<file path="src/rtl/wpa_pkg.sv">
// Shared types and helpers for the two-channel write port arbiter.
package wpa_pkg;

  localparam int unsigned ENTRY_ADDR_WIDTH = 3;
  localparam int unsigned ENTRY_DATA_WIDTH = 8;

  localparam int unsigned CH1 = 0;
  localparam int unsigned CH2 = 1;

  typedef struct packed {
    logic [ENTRY_ADDR_WIDTH-1:0] addr;
    logic [ENTRY_DATA_WIDTH-1:0] data;
  } wpa_entry_t;

  function automatic int unsigned level_width(input int unsigned depth);
    return $clog2(depth) + 1;
  endfunction

endpackage

</file>
<file path="src/rtl/wpa_fifo.sv">
// Per-channel synchronous FIFO with occupancy count and combinational head.
module wpa_fifo
  import wpa_pkg::*;
#(
  parameter int unsigned DEPTH = 4
) (
  input  logic                              clk,
  input  logic                              srst,
  input  logic                              push,
  input  logic                              pop,
  input  wpa_entry_t                        wr_entry,
  output wpa_entry_t                        head,
  output logic                              full,
  output logic                              empty,
  output logic [level_width(DEPTH)-1:0]     level
);

  localparam int unsigned PW = $clog2(DEPTH);
  localparam int unsigned LW = level_width(DEPTH);

  wpa_entry_t    mem [DEPTH];
  logic [PW-1:0] wr_ptr;
  logic [PW-1:0] rd_ptr;

  // Pointers wrap naturally because DEPTH is a power of two.
  always_ff @(posedge clk) begin
    if (srst) begin
      wr_ptr <= '0;
      rd_ptr <= '0;
      level  <= '0;
    end else begin
      if (push) wr_ptr <= wr_ptr + PW'(1);
      if (pop)  rd_ptr <= rd_ptr + PW'(1);
      if (push && !pop)      level <= level + LW'(1);
      else if (pop && !push) level <= level - LW'(1);
    end
  end

  always_ff @(posedge clk) begin
    if (push) mem[wr_ptr] <= wr_entry;
  end

  assign head  = mem[rd_ptr];
  assign full  = (level == LW'(DEPTH));
  assign empty = (level == '0);

endmodule

</file>
<file path="src/rtl/write_port_arbiter.sv">
// Buffers two write channels and issues them to the RAM's two write ports,
// serialising same-address pairs with round-robin priority.
module write_port_arbiter
  import wpa_pkg::*;
#(
  parameter int unsigned ADDR_WIDTH = ENTRY_ADDR_WIDTH,
  parameter int unsigned DATA_WIDTH = ENTRY_DATA_WIDTH,
  parameter int unsigned FIFO_DEPTH = 4,
  parameter int unsigned CNT_WIDTH  = 16
) (
  input  logic                                 aclk,
  input  logic                                 srst,
  input  logic                                 hold,
  input  logic                                 s1_valid,
  output logic                                 s1_ready,
  input  logic [ADDR_WIDTH-1:0]                s1_addr,
  input  logic [DATA_WIDTH-1:0]                s1_data,
  input  logic                                 s2_valid,
  output logic                                 s2_ready,
  input  logic [ADDR_WIDTH-1:0]                s2_addr,
  input  logic [DATA_WIDTH-1:0]                s2_data,
  output logic                                 wren1,
  output logic [ADDR_WIDTH-1:0]                wraddr1,
  output logic [DATA_WIDTH-1:0]                wrdata1,
  output logic                                 wren2,
  output logic [ADDR_WIDTH-1:0]                wraddr2,
  output logic [DATA_WIDTH-1:0]                wrdata2,
  output logic                                 collision,
  output logic [CNT_WIDTH-1:0]                 collision_cnt,
  output logic [level_width(FIFO_DEPTH)-1:0]   level1,
  output logic [level_width(FIFO_DEPTH)-1:0]   level2
);

  // The shared entry struct is sized by the package; reject mismatched builds.
  if (ADDR_WIDTH != ENTRY_ADDR_WIDTH || DATA_WIDTH != ENTRY_DATA_WIDTH) begin : g_width_check
    $error("write_port_arbiter: ADDR_WIDTH/DATA_WIDTH must match wpa_pkg entry widths");
  end

  wpa_entry_t head1, head2;
  logic       full1, full2, empty1, empty2;
  logic       push1, push2, pop1, pop2, coll;
  logic       prio_q;

  assign s1_ready = !full1 && !srst;
  assign s2_ready = !full2 && !srst;
  assign push1    = s1_valid && s1_ready;
  assign push2    = s2_valid && s2_ready;

  wpa_fifo #(.DEPTH(FIFO_DEPTH)) u_fifo1 (
    .clk      (aclk),
    .srst     (srst),
    .push     (push1),
    .pop      (pop1),
    .wr_entry ('{addr: s1_addr, data: s1_data}),
    .head     (head1),
    .full     (full1),
    .empty    (empty1),
    .level    (level1)
  );

  wpa_fifo #(.DEPTH(FIFO_DEPTH)) u_fifo2 (
    .clk      (aclk),
    .srst     (srst),
    .push     (push2),
    .pop      (pop2),
    .wr_entry ('{addr: s2_addr, data: s2_data}),
    .head     (head2),
    .full     (full2),
    .empty    (empty2),
    .level    (level2)
  );

  // Issue decision on the FIFO heads; only the priority holder pops on an address clash.
  always_comb begin
    pop1 = 1'b0;
    pop2 = 1'b0;
    coll = 1'b0;
    if (!hold) begin
      if (!empty1 && !empty2 && (head1.addr == head2.addr)) begin
        coll = 1'b1;
        pop1 = (prio_q == 1'(CH1));
        pop2 = (prio_q == 1'(CH2));
      end else begin
        pop1 = !empty1;
        pop2 = !empty2;
      end
    end
  end

  // Registered write ports; address/data hold their last issued value when idle.
  always_ff @(posedge aclk) begin
    if (srst) begin
      wren1         <= 1'b0;
      wraddr1       <= '0;
      wrdata1       <= '0;
      wren2         <= 1'b0;
      wraddr2       <= '0;
      wrdata2       <= '0;
      collision     <= 1'b0;
      collision_cnt <= '0;
      prio_q        <= 1'(CH1);
    end else begin
      wren1     <= pop1;
      wren2     <= pop2;
      collision <= coll;
      if (pop1) begin
        wraddr1 <= head1.addr;
        wrdata1 <= head1.data;
      end
      if (pop2) begin
        wraddr2 <= head2.addr;
        wrdata2 <= head2.data;
      end
      if (coll) begin
        prio_q <= ~prio_q;
        if (collision_cnt != '1) collision_cnt <= collision_cnt + CNT_WIDTH'(1);
      end
    end
  end

endmodule

</file>
<file path="config.mk">
export PLATFORM = sky130hd
export DESIGN_NAME = write_port_arbiter
export DESIGN_NICKNAME = d
export VERILOG_FILES = /design/src/rtl/wpa_pkg.sv /design/src/rtl/wpa_fifo.sv /design/src/rtl/write_port_arbiter.sv
export SDC_FILE = /design/constraint.sdc
export NUM_CORES = 1
export LEC_CHECK = 0
export CAP_MARGIN = 20
export CORE_UTILIZATION = 59
export DETAILED_ROUTE_END_ITERATION = 6
export PLACE_DENSITY = 0.91
export SETUP_SLACK_MARGIN = 0.5
export SYNTH_ARGS = -nofsm -noshare
export SYNTH_HDL_FRONTEND = slang
export SYNTH_SLANG_ARGS = --single-unit
</file>
<file path="constraint.sdc">
create_clock -name aclk -period 6.4 [get_ports aclk]
set_input_delay 0.64 -clock aclk [delete_from_list [all_inputs] [get_ports aclk]]
set_output_delay 0.64 -clock aclk [all_outputs]
set_load 0.02 [all_outputs]
</file>
# == After elaboration in Yosys (flattened, before gate mapping) ==
# Memories as Yosys holds them, arrays and structs flattened. A register that Yosys moved wholly into a read port is not among the register bits.
# Cells that the tools add are included.
# op_classes
addsub,9
muxes,18
bitwise,1
n_eq_ne,4
reduce_logical,24
# ops
cell,count
16-bit by 1-bit adder with 16-bit output (second input constant),1
16-bit inequality test (second input constant),1
3-bit two-way mux,4
1-bit logical AND,10
1-bit two-way mux,10
1-bit zero test,9
2-bit by 1-bit adder with 2-bit output (second input constant),4
2-bit two-way mux,4
3-bit by 1-bit adder with 3-bit output (second input constant),2
3-bit equality test (second input constant),2
3-bit zero test,2
3-bit by 1-bit subtractor with 3-bit output (second input constant),2
2-bit nonzero test,2
3-bit equality test,1
2-bit AND reduction,1
1-bit inverter,1
# totals
ramBits,88
word_cells,73
regBits,56
out_inout_bits,49
n_memories,2
# memory_table
name,depth,width,read_ports,rd_ports_with_merged_regs,wr,line,source
u_fifo1.mem,4,11,1,1,1,wpa_fifo.sv:21,wpa_entry_t mem [DEPTH];
u_fifo2.mem,4,11,1,1,1,wpa_fifo.sv:21,

# == Longest topological paths before layout ==
# logic_depth
depth_word,9
ltp_mapped,12

# == By module ==
# From an unflattened synthesis, not the netlist that was laid out.
# unflattened
cells_unflattened,405
area_unflattened_um2,5859.4
# modules_own_cells
module,area_per_inst_um2,seq_area_each_um2,cells_per_inst,n_inst
wpa_fifo,2018.2,1501.4,101,2
write_port_arbiter,1823.0,840.8,203,1

# == Least setup slack after synthesis ==
# OpenSTA, ideal clock, no wires.
# synth_path
path_type,register -> register
start,register (tool-made name)
end,register u_fifo1.level[2]
path_slack_ps,3068
stages_incl_launch_ff,13
setup_ps,70
required_ps,6330
period_less_slack_ps,3332
arrival_time_ps,3261
n_path_buf,2
path_cell_list,dfxtp_1 -> buf_6 -> mux4_2 -> xor2_1 -> or4_1 -> clkbuf_1 -> nand2_1 -> ha_1 -> inv_1 -> fa_1 -> xor2_1 -> or3_1 -> a21oi_1
# synth_lines
element,line,source
end signal: assignment,wpa_fifo.sv:34,if (push && !pop) level <= level + LW'(1);
end signal: assignment,wpa_fifo.sv:35,else if (pop && !push) level <= level - LW'(1);
end: declaration,wpa_fifo.sv:15,output logic [level_width(DEPTH)-1:0] level

==> impl_metrics.xml <==
<?xml version="1.0" encoding="UTF-8"?>
<metrics>
  <group name="synth">
    <metric name="synth_cell_type_count" unit="">38</metric>
    <metric name="yosys_warnings" unit="">0</metric>
    <metric name="post_synthesis_instance_area" unit="sq um">6023</metric>
    <metric name="post-synth-top-area-cell" unit="">sky130_fd_sc_hd__edfxtp_1</metric>
    <metric name="synthTopCellsByArea" unit="">sky130_fd_sc_hd__edfxtp_1 44%, sky130_fd_sc_hd__dfxtp_1 20%, sky130_fd_sc_hd__mux4_1 4.8%</metric>
    <metric name="number_of_register_bits_inferred_by_synthesis" unit="">148</metric>
    <metric name="net_count_of_the_mapped_netlist" unit="">482</metric>
    <metric name="postSynthCellCount" unit="">442</metric>
    <metric name="share_of_the_yosys_chip_area_belonging_to_registers" unit="%">63.81</metric>
    <metric name="syn_avg_cell_area" unit="sq um">13.63</metric>
    <metric name="post-synth-top-area-fraction" unit="%">43.87</metric>
  </group>
  <group name="worst_setup_path">
    <metric name="crit_arrival" unit="ps">4620</metric>
    <metric name="worstSetupEndpointType" unit="">register</metric>
    <metric name="crit_path_start_kind" unit="">register</metric>
    <metric name="criticalPathCategory" unit="">register to register</metric>
    <metric name="cp.required" unit="ps">6860</metric>
    <metric name="cp_max_fo" unit="">12</metric>
  </group>
  <group name="clock_tree">
    <metric name="clock-root-buffer" unit="">sky130_fd_sc_hd__clkbuf_8</metric>
    <metric name="clock_sink_count" unit="">148</metric>
    <metric name="ctsResizeCount" unit="">0</metric>
    <metric name="numCtsBuffers" unit="">17</metric>
    <metric name="worstSkewPairLatency" unit="ps">540</metric>
    <metric name="max_root_sink_buffers" unit="">2</metric>
    <metric name="cts_post_setup_buffers_inserted" unit="">0</metric>
    <metric name="clk_pin_slew" unit="ps">60</metric>
    <metric name="cts.hold.buffers_added" unit="">0</metric>
    <metric name="htree_levels" unit="">4</metric>
    <metric name="cts_tree" unit="">done</metric>
  </group>
  <group name="placement">
    <metric name="place_worst_setup_slack" unit="ps">2366</metric>
    <metric name="postPlaceCellArea" unit="sq um">6833</metric>
    <metric name="gpl_wtd_cong" unit="">0.7859</metric>
    <metric name="buffer_ports.inserted" unit="">75</metric>
    <metric name="dp_hpwl" unit="um">8419</metric>
  </group>
  <group name="grt">
    <metric name="grt_first_pass_wirelength" unit="um">20110</metric>
    <metric name="grt-ovfl-total" unit="">0</metric>
    <metric name="globalRouteTotalUtil" unit="%">26.20</metric>
    <metric name="antenna_found_initial" unit="">0</metric>
    <metric name="grt_start_max_net_pins" unit="">67</metric>
    <metric name="first_global_vias" unit="">3893</metric>
  </group>
  <group name="floorplanning">
    <metric name="i_o_pins" unit="">76</metric>
    <metric name="floorplan.initialDensity" unit="%">61.34</metric>
    <metric name="floorplan.rows" unit="">36</metric>
    <metric name="core_area" unit="sq um">9819</metric>
    <metric name="die_x" unit="um">103.0</metric>
    <metric name="fp.dieArea" unit="sq um">10620</metric>
    <metric name="fp.dieH" unit="um">103.0</metric>
  </group>
  <group name="sta">
    <metric name="setup-tns-final" unit="ps">0</metric>
    <metric name="finalCritPeriodShare" unit="%">65.02</metric>
    <metric name="final_critical_path_setup_slack" unit="ps">2239</metric>
    <metric name="finalCriticalPeriod" unit="ps">4161</metric>
    <metric name="final_setup_fails" unit="">0</metric>
    <metric name="transition_time_of_the_tightest_slew_check_pin" unit="ps">798.9</metric>
    <metric name="rsz0062_at_grt" unit="">false</metric>
    <metric name="fmaxAchievable" unit="GHz">0.2403</metric>
    <metric name="slew-limit-headroom" unit="%">46.54</metric>
    <metric name="finalMaxSlewViolations" unit="">0</metric>
    <metric name="hold_viol" unit="">0</metric>
    <metric name="final.setup_skew" unit="ps">8.003</metric>
  </group>
  <group name="pwr">
    <metric name="power-per-cell-area" unit="nW/um^2">382.9</metric>
    <metric name="power.ir.vdd_worst" unit="mV">0.3407</metric>
    <metric name="power.leakage" unit="nW">2.481</metric>
  </group>
  <group name="detailed_routing">
    <metric name="average_detailed_routed_wire_length_per_instance" unit="um">19.75</metric>
    <metric name="detail_route.first_pass.iterations" unit="">5</metric>
    <metric name="drc" unit="">0</metric>
    <metric name="ant_nets" unit="">0</metric>
    <metric name="detailedRoute.firstIterationViolations" unit="">293</metric>
    <metric name="detail_route.wirelength" unit="um">13020</metric>
    <metric name="vias_per_cell" unit="">6.232</metric>
    <metric name="routed-via-count" unit="">4107</metric>
  </group>
  <group name="cells_and_area">
    <metric name="fin_nets" unit="">553</metric>
    <metric name="final_design_area_no_fill" unit="sq um">7408</metric>
    <metric name="proportion_of_layout_cells_with_a_drive_suffix_above_1" unit="%">9.886</metric>
    <metric name="num_antenna_cells" unit="">0</metric>
    <metric name="area_growth" unit="%">23.00</metric>
    <metric name="layout.filler_cells" unit="">568</metric>
  </group>
  <group name="job">
    <metric name="max_cap_viol_count" unit="">0</metric>
  </group>
  <group name="run_status">
    <metric name="outcome" unit="">finished clean</metric>
  </group>
  <group name="hold_path">
    <metric name="min_path_type" unit="">register to register</metric>
  </group>
</metrics>
[layout make-up]
cell class                      count  area, sq um  share of cell area [%]
Clock buffer                       20        445.4                   6.012
Sequential cell                   148         3844                   51.88
Timing Repair Buffer               77        760.7                   10.27
Clock inverter                     12        130.1                   1.756
Tap cell                          133        166.4                   2.246
Inverter                           10        37.54                  0.5067
Multi-Input combinational cell    259         2024                   27.33
[logic make-up (layout without fill, tap and decap cells)]
group / after synthesis / count (layout) / synth area share, %
flops: 148 / 148 / 63.81
xor+xnor: 13 / 13 / 1.890
buf+inv: 35 / 119 / 2.576
fa+ha+maj: 13 / 13 / 2.950
compound gates: 82 / 82 / 7.270
mux: 30 / 30 / 10.37
simple gates: 121 / 121 / 11.13
[metrics by stage]
step           hold WS, ps  util (%)  power, mW  cells
3_3_place_gp         469.6     69.58      1.831    627
4_1_cts              485.4     75.45      2.837    659
5_1_grt              513.6     75.45      2.949    659
6_report             484.5     75.45      2.836    659
2_1_floorplan        452.9         -      1.640    442
3_5_place_dp         470.8     69.58      1.877    627
[worst paths after layout]
check,cells past startpoint,from,end,slack [ps]
hold reg to reg,2,wrdata1[2],wrdata1[2],480
hold / removal,2,wrdata1[2],wrdata1[2],480
setup reg to reg,10,register,u_fifo1.level[2],2240
setup / recovery,10,register,u_fifo1.level[2],2240
[where the power goes]
group / internal [mW] / switching, mW
clock: 0.575 / 0.377
combinational: 0.297 / 0.367
sequential: 1.12 / 0.105
total: 1.99 / 0.849
[metal layers]
layer	global-route usage (%)	up-vias	routed length [um]
li1	-	1841	-
met1	35.01	2026	5539
met2	41.23	216	6341
met3	7.186	24	903
met4	10.08	0	229
met5	0	-	0
[cells in the mapped netlist]
master,n
sky130_fd_sc_hd__nand4_1,4
sky130_fd_sc_hd__xnor2_1,6
sky130_fd_sc_hd__or3_1,9
sky130_fd_sc_hd__nand3b_1,1
sky130_fd_sc_hd__mux4_2,11
sky130_fd_sc_hd__inv_1,10
sky130_fd_sc_hd__nand2b_1,2
sky130_fd_sc_hd__o41ai_1,1
sky130_fd_sc_hd__nor2_1,23
sky130_fd_sc_hd__xor2_1,7
sky130_fd_sc_hd__buf_1,2
sky130_fd_sc_hd__mux2_2,6
sky130_fd_sc_hd__dfxtp_1,60
sky130_fd_sc_hd__or4_1,7
sky130_fd_sc_hd__and4_1,5
sky130_fd_sc_hd__a21oi_1,42
sky130_fd_sc_hd__fa_1,2
sky130_fd_sc_hd__ha_1,11
sky130_fd_sc_hd__or4_4,1
sky130_fd_sc_hd__or2_2,1
sky130_fd_sc_hd__nor4b_1,1
sky130_fd_sc_hd__nand2_1,8
sky130_fd_sc_hd__o31ai_1,8
sky130_fd_sc_hd__buf_6,3
sky130_fd_sc_hd__buf_2,1
sky130_fd_sc_hd__clkbuf_1,19
sky130_fd_sc_hd__and2_1,3
sky130_fd_sc_hd__a2111oi_0,1
sky130_fd_sc_hd__and4b_1,1
sky130_fd_sc_hd__nor3_1,4
sky130_fd_sc_hd__and3_1,9
sky130_fd_sc_hd__mux2i_1,2
sky130_fd_sc_hd__nor2b_1,5
sky130_fd_sc_hd__edfxtp_1,88
sky130_fd_sc_hd__o21ai_0,30
sky130_fd_sc_hd__nand3_1,30
sky130_fd_sc_hd__mux4_1,11
sky130_fd_sc_hd__nor4_1,7
[state kept, by name, indices dropped and copies added, names as in the netlist, named ones only]
signal	cells
collision	1
collision_cnt	16
prio_q	1
u_fifo1.level	3
u_fifo1.mem	44
u_fifo1.rd_ptr	2
u_fifo1.wr_ptr	2
u_fifo2.level	3
u_fifo2.mem	44
u_fifo2.rd_ptr	2
u_fifo2.wr_ptr	2
wraddr1	3
wraddr2	3
wrdata1	8
wrdata2	8
wren1	1
wren2	1
[placed cells by master (no fill, tap or decap), types with 2 or more instances in the layout]
| master | netlist | routed |
|---|---|---|
| sky130_fd_sc_hd__edfxtp_1 | 88 | 88 |
| sky130_fd_sc_hd__clkdlybuf4s50_1 | 0 | 74 |
| sky130_fd_sc_hd__dfxtp_1 | 60 | 60 |
| sky130_fd_sc_hd__a21oi_1 | 42 | 42 |
| sky130_fd_sc_hd__nand3_1 | 30 | 30 |
| sky130_fd_sc_hd__o21ai_0 | 30 | 30 |
| sky130_fd_sc_hd__nor2_1 | 23 | 23 |
| sky130_fd_sc_hd__clkbuf_16 | 0 | 16 |
| sky130_fd_sc_hd__mux4_1 | 11 | 11 |
| sky130_fd_sc_hd__mux4_2 | 11 | 11 |
| sky130_fd_sc_hd__ha_1 | 11 | 11 |
| sky130_fd_sc_hd__inv_1 | 10 | 10 |
| sky130_fd_sc_hd__and3_1 | 9 | 9 |
| sky130_fd_sc_hd__or3_1 | 9 | 9 |
| sky130_fd_sc_hd__nand2_1 | 8 | 8 |
| sky130_fd_sc_hd__o31ai_1 | 8 | 8 |
| sky130_fd_sc_hd__xor2_1 | 7 | 7 |
| sky130_fd_sc_hd__or4_1 | 7 | 7 |
| sky130_fd_sc_hd__nor4_1 | 7 | 7 |
| sky130_fd_sc_hd__xnor2_1 | 6 | 6 |
| sky130_fd_sc_hd__mux2_2 | 6 | 6 |
| sky130_fd_sc_hd__and4_1 | 5 | 5 |
| sky130_fd_sc_hd__nor2b_1 | 5 | 5 |
| sky130_fd_sc_hd__nor3_1 | 4 | 4 |
| sky130_fd_sc_hd__nand4_1 | 4 | 4 |
| sky130_fd_sc_hd__clkinvlp_4 | 0 | 4 |
| sky130_fd_sc_hd__and2_1 | 3 | 3 |
| sky130_fd_sc_hd__clkbuf_8 | 0 | 3 |
| sky130_fd_sc_hd__nand2b_1 | 2 | 2 |
| sky130_fd_sc_hd__mux2i_1 | 2 | 2 |
| sky130_fd_sc_hd__fa_1 | 2 | 2 |
| sky130_fd_sc_hd__inv_6 | 0 | 2 |
| sky130_fd_sc_hd__bufinv_16 | 0 | 2 |
| sky130_fd_sc_hd__clkinv_2 | 0 | 2 |
| sky130_fd_sc_hd__buf_4 | 0 | 2 |
[critical path: stages (launching register included)]
cell and delay, ps:
sky130_fd_sc_hd__dfxtp_1 770, sky130_fd_sc_hd__mux4_1 720, sky130_fd_sc_hd__xor2_1 240, sky130_fd_sc_hd__or4_1 760, sky130_fd_sc_hd__nand2_1 210, sky130_fd_sc_hd__ha_1 220
sky130_fd_sc_hd__inv_1 70, sky130_fd_sc_hd__fa_1 400, sky130_fd_sc_hd__xor2_1 170, sky130_fd_sc_hd__or3_1 330, sky130_fd_sc_hd__a21oi_1 190
No activity file was read; power rests on OpenSTA's default activity.
